===== src/rtl/fp_from_int.sv =====
// Iterative 32-bit signed integer to custom float (sign, 6-bit exponent, 25-bit mantissa).
// One normalization shift per cycle, start/done handshake, truncating rounding.
module fp_from_int #(
  parameter int BIAS = 31
) (
  input  logic               clock,
  input  logic               reset,
  input  logic               start,
  input  logic signed [31:0] int_in,
  output logic               busy,
  output logic               done,
  output logic [31:0]        data_out,
  output logic [3:0]         status_out
);

  typedef enum logic [1:0] {
    IDLE = 2'd0,
    NORM = 2'd1,
    PACK = 2'd2
  } state_t;

  localparam logic [5:0] EXP_INIT = 6'(BIAS + 31);

  state_t      state;
  logic        sign_r;
  logic [31:0] mag;
  logic [5:0]  exp_r;

  // The most negative input has no positive twin; its bit pattern is already the magnitude.
  function automatic logic [31:0] abs_mag(input logic signed [31:0] v);
    logic [31:0] u;
    u = $unsigned(v);
    return v[31] ? (~u + 32'd1) : u;
  endfunction

  function automatic logic [31:0] pack_word(input logic s, input logic [5:0] e,
                                            input logic [31:0] m);
    return (m == 32'd0) ? 32'd0 : {s, e, m[30:6]};
  endfunction

  function automatic logic [3:0] trunc_status(input logic [5:0] dropped);
    return (|dropped) ? 4'b1111 : 4'b0001;
  endfunction

  always_ff @(posedge clock or negedge reset) begin
    if (!reset) begin
      state      <= IDLE;
      busy       <= 1'b0;
      done       <= 1'b0;
      data_out   <= 32'd0;
      status_out <= 4'b0000;
      sign_r     <= 1'b0;
      mag        <= 32'd0;
      exp_r      <= 6'd0;
    end else begin
      done <= 1'b0;
      case (state)
        IDLE: begin
          if (start) begin
            sign_r <= int_in[31];
            mag    <= abs_mag(int_in);
            exp_r  <= EXP_INIT;
            busy   <= 1'b1;
            state  <= NORM;
          end
        end
        NORM: begin
          if (mag == 32'd0 || mag[31]) begin
            state <= PACK;
          end else begin
            mag   <= mag << 1;
            exp_r <= exp_r - 6'd1;
          end
        end
        PACK: begin
          data_out   <= pack_word(sign_r, exp_r, mag);
          status_out <= trunc_status(mag[5:0]);
          done       <= 1'b1;
          busy       <= 1'b0;
          state      <= IDLE;
        end
        default: state <= IDLE;
      endcase
    end
  end

endmodule


===== config.mk =====
export PLATFORM = sky130hd
export DESIGN_NAME = fp_from_int
export DESIGN_NICKNAME = d
export VERILOG_FILES = /design/src/rtl/fp_from_int.sv
export SDC_FILE = /design/constraint.sdc
export NUM_CORES = 1
export LEC_CHECK = 0
export ABC_AREA = 1
export BUFFER_PORTS_ARGS = -buffer_cell sky130_fd_sc_hd__buf_2
export CAP_MARGIN = 5
export CORE_MARGIN = 5
export CORE_UTILIZATION = 55
export DETAILED_ROUTE_END_ITERATION = 10
export GPL_TIMING_DRIVEN = 0
export MAX_ROUTING_LAYER = met4
export PLACE_DENSITY = 0.87
export SETUP_SLACK_MARGIN = 0.2
export SLEW_MARGIN = 20
export SYNTH_ARGS = -nofsm -noshare
export SYNTH_HDL_FRONTEND = slang
export SYNTH_SLANG_ARGS = --single-unit

===== constraint.sdc =====
create_clock -name clock -period 1.8 [get_ports clock]
set_clock_uncertainty 0.05 [all_clocks]
set_input_delay 0.54 -clock clock [delete_from_list [all_inputs] [get_ports clock]]
set_output_delay 0.54 -clock clock [all_outputs]
set_load 0.05 [all_outputs]

==> results.txt <==
- The worst setup path is captured at a register.
* Arrival time reported for the critical path endpoint: 2.00 ns
- In this run the number of cells on the critical path is 12.
- In the final routed layout, each cell accounts on average for 15.7 µm.
- Critical Setup Path Class: reg -> reg
- Clk root buf: sky130_fd_sc_hd__clkbuf_8
- The final route contains 4,768 vias.
* Dominant cell type by area after synthesis: sky130_fd_sc_hd__dfrtp_1
- Crit path launch type: register
- Count of maximum capacitance violations: 0
- Sequential elements use 42.7% of the synthesized area.
- Setup repair after global routing could not meet its margin everywhere.
- After floorplanning, the core was divided into 33 placement rows.
* Tightest Hold Check Type: in -> async
* Initial core utilization: 55.8%
- In the synthesized netlist the dominant register cell turns out to be sky130_fd_sc_hd__dfrtp_1.
* # placed instances: 826
- Clock-pin slew was measured on the worst setup and hold paths at 0.09 ns.
* Synthesized netlist net count: 685
- Tracing the worst setup path back leads to its startpoint at mag[29]$_DFFE_PN0P_.
- CTS tree: done
* Number of synthesized register bits: 77
* Overall routed net length: 13,400 µm
* Final global-route overflow total: 0
* Highest attainable clock frequency: 0.569 GHz
- Hold violation count in the final report: 0
- Count of flip-flops with a built-in enable after synthesis: 0
* Vias in the first global route: 4,489
* # hold bufs at CTS: 0
* Initial antenna violation count: 0
- Maximum fanout along the worst path: 10
- Crit-path cells: inv_1 > nand2_1 > nor2_2 > nand2_1 > nor2_2 > nand2_4 > nand3_4 > nand2_8 > clkinv_4 > buf_8 > nand2_1 > nand2_1
- The smallest clock period supported by the final layout is computed as 1.76 ns.
- The clock net in this run drives a total of 77 sinks.
- On the worst path, the slowest cell contributes a delay of 0.43 ns.
- Number of buffers on the longest clock path: 2
- The detail route stage leaves a number of antenna-violating nets equal to 0.
- For this design the total switching power over the nets is 5520 µW.
* CORE AREA: 0.00809 mm²
* Run status: finished clean
* Drt via density: 5.57
- CP Capture Point: mag[29]$_DFFE_PN0P_
- Synthesis produced a netlist whose cell count is 648.
- Most common library cells after synthesis: 236 x sky130_fd_sc_hd__nand2_1, 77 x sky130_fd_sc_hd__dfrtp_1, 71 x sky130_fd_sc_hd__nor2_1
* Die boundary height: 101 µm
* Count of pins over their slew limit: 0
- Comb power frac: 58.7%
- Yosys mapped the design onto 30 distinct sky130hd cell types.
* Maximum number of pins on one net before global-route repair: 43
- Ratio of total power to cell area: 1960 mW/mm²
- Global-route wire length before repair: 21,500 µm
- The worst-case IR drop observed on VDD is 0.000711 V.
* Cell family contributing the most delay on the critical path: simple AND/OR/NAND/NOR gates
- Reg2Reg Launch Point: mag[29]$_DFFE_PN0P_
* Clock H-tree levels: 3
* Post-synth top area share: 42.7%
- Slowest stage cell on the critical path: sky130_fd_sc_hd__dfrtp_1
- Sequential cells account for 28.7% of the total power.
- The most common cell in the synthesized netlist is sky130_fd_sc_hd__nand2_1.
- During placement, the flow inserted port buffers numbering 72.
* Clock network power share: 12.6%
* Util after Layout: 67.7%
- Slack of the worst reg-to-reg path: 0.04 ns
- After synthesis the cells add up to 0.00452 mm².
- Overall die area: 0.0101 mm²
- Critical Path RT: 2.04 ns
- Average footprint of a synthesized cell: 6.97 µm²
- Cell internal power dissipation: 5230 µW
* Fraction of final layout cells with drive strength greater than 1: 23.0%
- RD Place Congestion: 0.955
- Counting the buffers created by CTS gives 9.
* Rel. slew slack: 67.9%
* End of the worst register-to-register path: mag[29]$_DFFE_PN0P_
* Final setup viols: 0
* Non-Filler Instances: 856
* Nets@finish: 783
* Hold slack: 0.0752 ns
- Worst-skew pair later-pin latency: 0.35 ns
- Top cells by area in the synthesized netlist: sky130_fd_sc_hd__dfrtp_1 43%, sky130_fd_sc_hd__nand2_1 20%, sky130_fd_sc_hd__nand3_1 7.6%
- The first TritonRoute pass finished after 8 iterations.
- Area growth syn-to-layout: 21.4%
- The number of buffers and inverters on the critical path is 3.
- Across every metal layer, demand over resource in global routing totals 27.5%.
* DR iter-0 viols: 493
- The number of antenna diodes in the final layout is 0.
* Leakage dissipation: 0.00286 µW
- Of the total power, the share spent switching nets is 51.3%.
* Detailed Place HPWL: 9590 µm
* Critical path's most frequent cell: sky130_fd_sc_hd__nand2_1
* Transition time at the pin with the least slew margin: 0.480 ns
- During synthesis, Yosys emitted a total of 0 warnings.
- The die is 101 µm wide.
* Io pins: 73
* Ratio of final minimum period to clock period: 97.6%
* Post-synthesis async set-or-reset flop share: 100%
- Count of cells along the worst register-to-register path: 12
- In the routed design, unresolved DRC markers number 0.
cell type report:
type,instances,area [µm²]
clock inverter,6,67.6
fill,711,2610
inverter,68,260
tap,105,131
multi-input combinational,476,2220
timing repair buffer,87,547
buffer,27,186
sequential,77,1930
clock buffer,10,138
layout by cell type, fill, tap and decap left out, types with 2 or more instances in the layout:
cell / instances
sky130_fd_sc_hd__a21oi_1: 12
sky130_fd_sc_hd__buf_2: 61
sky130_fd_sc_hd__buf_4: 15
sky130_fd_sc_hd__buf_6: 8
sky130_fd_sc_hd__buf_8: 4
sky130_fd_sc_hd__clkbuf_1: 9
sky130_fd_sc_hd__clkbuf_2: 2
sky130_fd_sc_hd__clkbuf_4: 13
sky130_fd_sc_hd__clkbuf_8: 10
sky130_fd_sc_hd__clkinvlp_4: 2
sky130_fd_sc_hd__dfrtp_1: 76
sky130_fd_sc_hd__inv_1: 56
sky130_fd_sc_hd__inv_2: 11
sky130_fd_sc_hd__inv_6: 2
sky130_fd_sc_hd__nand2_1: 233
sky130_fd_sc_hd__nand2_2: 4
sky130_fd_sc_hd__nand3_1: 68
sky130_fd_sc_hd__nand3_2: 3
sky130_fd_sc_hd__nand3_4: 2
sky130_fd_sc_hd__nand4_1: 3
sky130_fd_sc_hd__nor2_1: 63
sky130_fd_sc_hd__nor2_2: 10
sky130_fd_sc_hd__o21ai_0: 39
sky130_fd_sc_hd__o21ai_2: 16
sky130_fd_sc_hd__o22ai_1: 10
sky130_fd_sc_hd__xor2_1: 3
metal layers:
layer  vias to the layer above  GRT usage, %  part of all wire (%)
li1                       2237             -                     -
met1                      2203          36.6                    41
met2                       287          43.6                    47
met3                        41          3.88                   9.4
met4                         0          8.50                   2.8
met5                         -             -                     0
worst register-to-register path, cell delays in order (launching register included):
cell	delay, ns
sky130_fd_sc_hd__dfrtp_1	0.43
sky130_fd_sc_hd__inv_1	0.10
sky130_fd_sc_hd__nand2_1	0.07
sky130_fd_sc_hd__nor2_2	0.12
sky130_fd_sc_hd__nand2_1	0.08
sky130_fd_sc_hd__nor2_2	0.17
sky130_fd_sc_hd__nand2_4	0.08
sky130_fd_sc_hd__nand3_4	0.09
sky130_fd_sc_hd__nand2_8	0.09
sky130_fd_sc_hd__clkinv_4	0.10
sky130_fd_sc_hd__buf_8	0.13
sky130_fd_sc_hd__nand2_1	0.09
sky130_fd_sc_hd__nand2_1	0.09
worst min-delay path by stage:
stage,from,to,depth (start not counted)
final,reset,data_out[26]$_DFFE_PN0P_,1
after global routing,reset,status_out[2]$_DFFE_PN0P_,1
after CTS,reset,exp_r[1]$_DFFE_PN0P_,1
after detailed placement,data_out[26]$_DFFE_PN0P_,data_out[26]$_DFFE_PN0P_,2
after global placement,status_out[0]$_DFFE_PN0P_,status_out[0]$_DFFE_PN0P_,1
after floorplan,reset,busy$_DFFE_PN0P_,0
power by group through the flow:
stage | Sequential (µW) | Clock (µW) | Combinational (µW)
CTS | 3050 | 1350 | 5920
detailed placement | 3060 | 0 | 5600
global route | 3170 | 1430 | 6770
floorplan | 4260 | 0 | 2980
finish | 3090 | 1350 | 6310
global placement | 3010 | 0 | 5440
logic make-up (layout without fill, tap and decap cells):
group | Yosys count | count (layout) | share of synthesized area, %
compound gates | 80 | 80 | 10.6
fa+ha+maj | 2 | 2 | 0.554
flops | 77 | 77 | 42.7
simple gates | 391 | 391 | 36.0
xor+xnor | 3 | 3 | 0.582
buf+inv | 95 | 198 | 9.59
what timing repair did:
item | 4_1_cts | 5_1_grt
endpoints found under the setup margin | 41 | 73
gates cloned | 1 | 0
buffers inserted | 8 | 5
endpoints found under the hold margin | 0 | 0
gates resized for setup | 20 | 27
pin swaps | 10 | 3
stage by stage:
step | total power, µW | setup WS [ns] | TNS, ns | cell area (µm²)
6_report | 10800 | 0.0434 | 0 | 5480
5_1_grt | 11400 | -0.00321 | -0.00321 | 5480
4_1_cts | 10300 | 0.160 | 0 | 5380
2_1_floorplan | 7240 | 0.191 | 0 | 4550
3_5_place_dp | 8660 | -0.184 | -2.26 | 5060
3_3_place_gp | 8450 | -0.269 | -21.88 | 5040
registers in the layout (all words and copies together), names as in the netlist:
register,cells
sign_r,1
mag,32
status_out,2
state,2
done,1
exp_r,6
busy,1
data_out,32
Note: power is estimated with default switching activity, not from simulation.
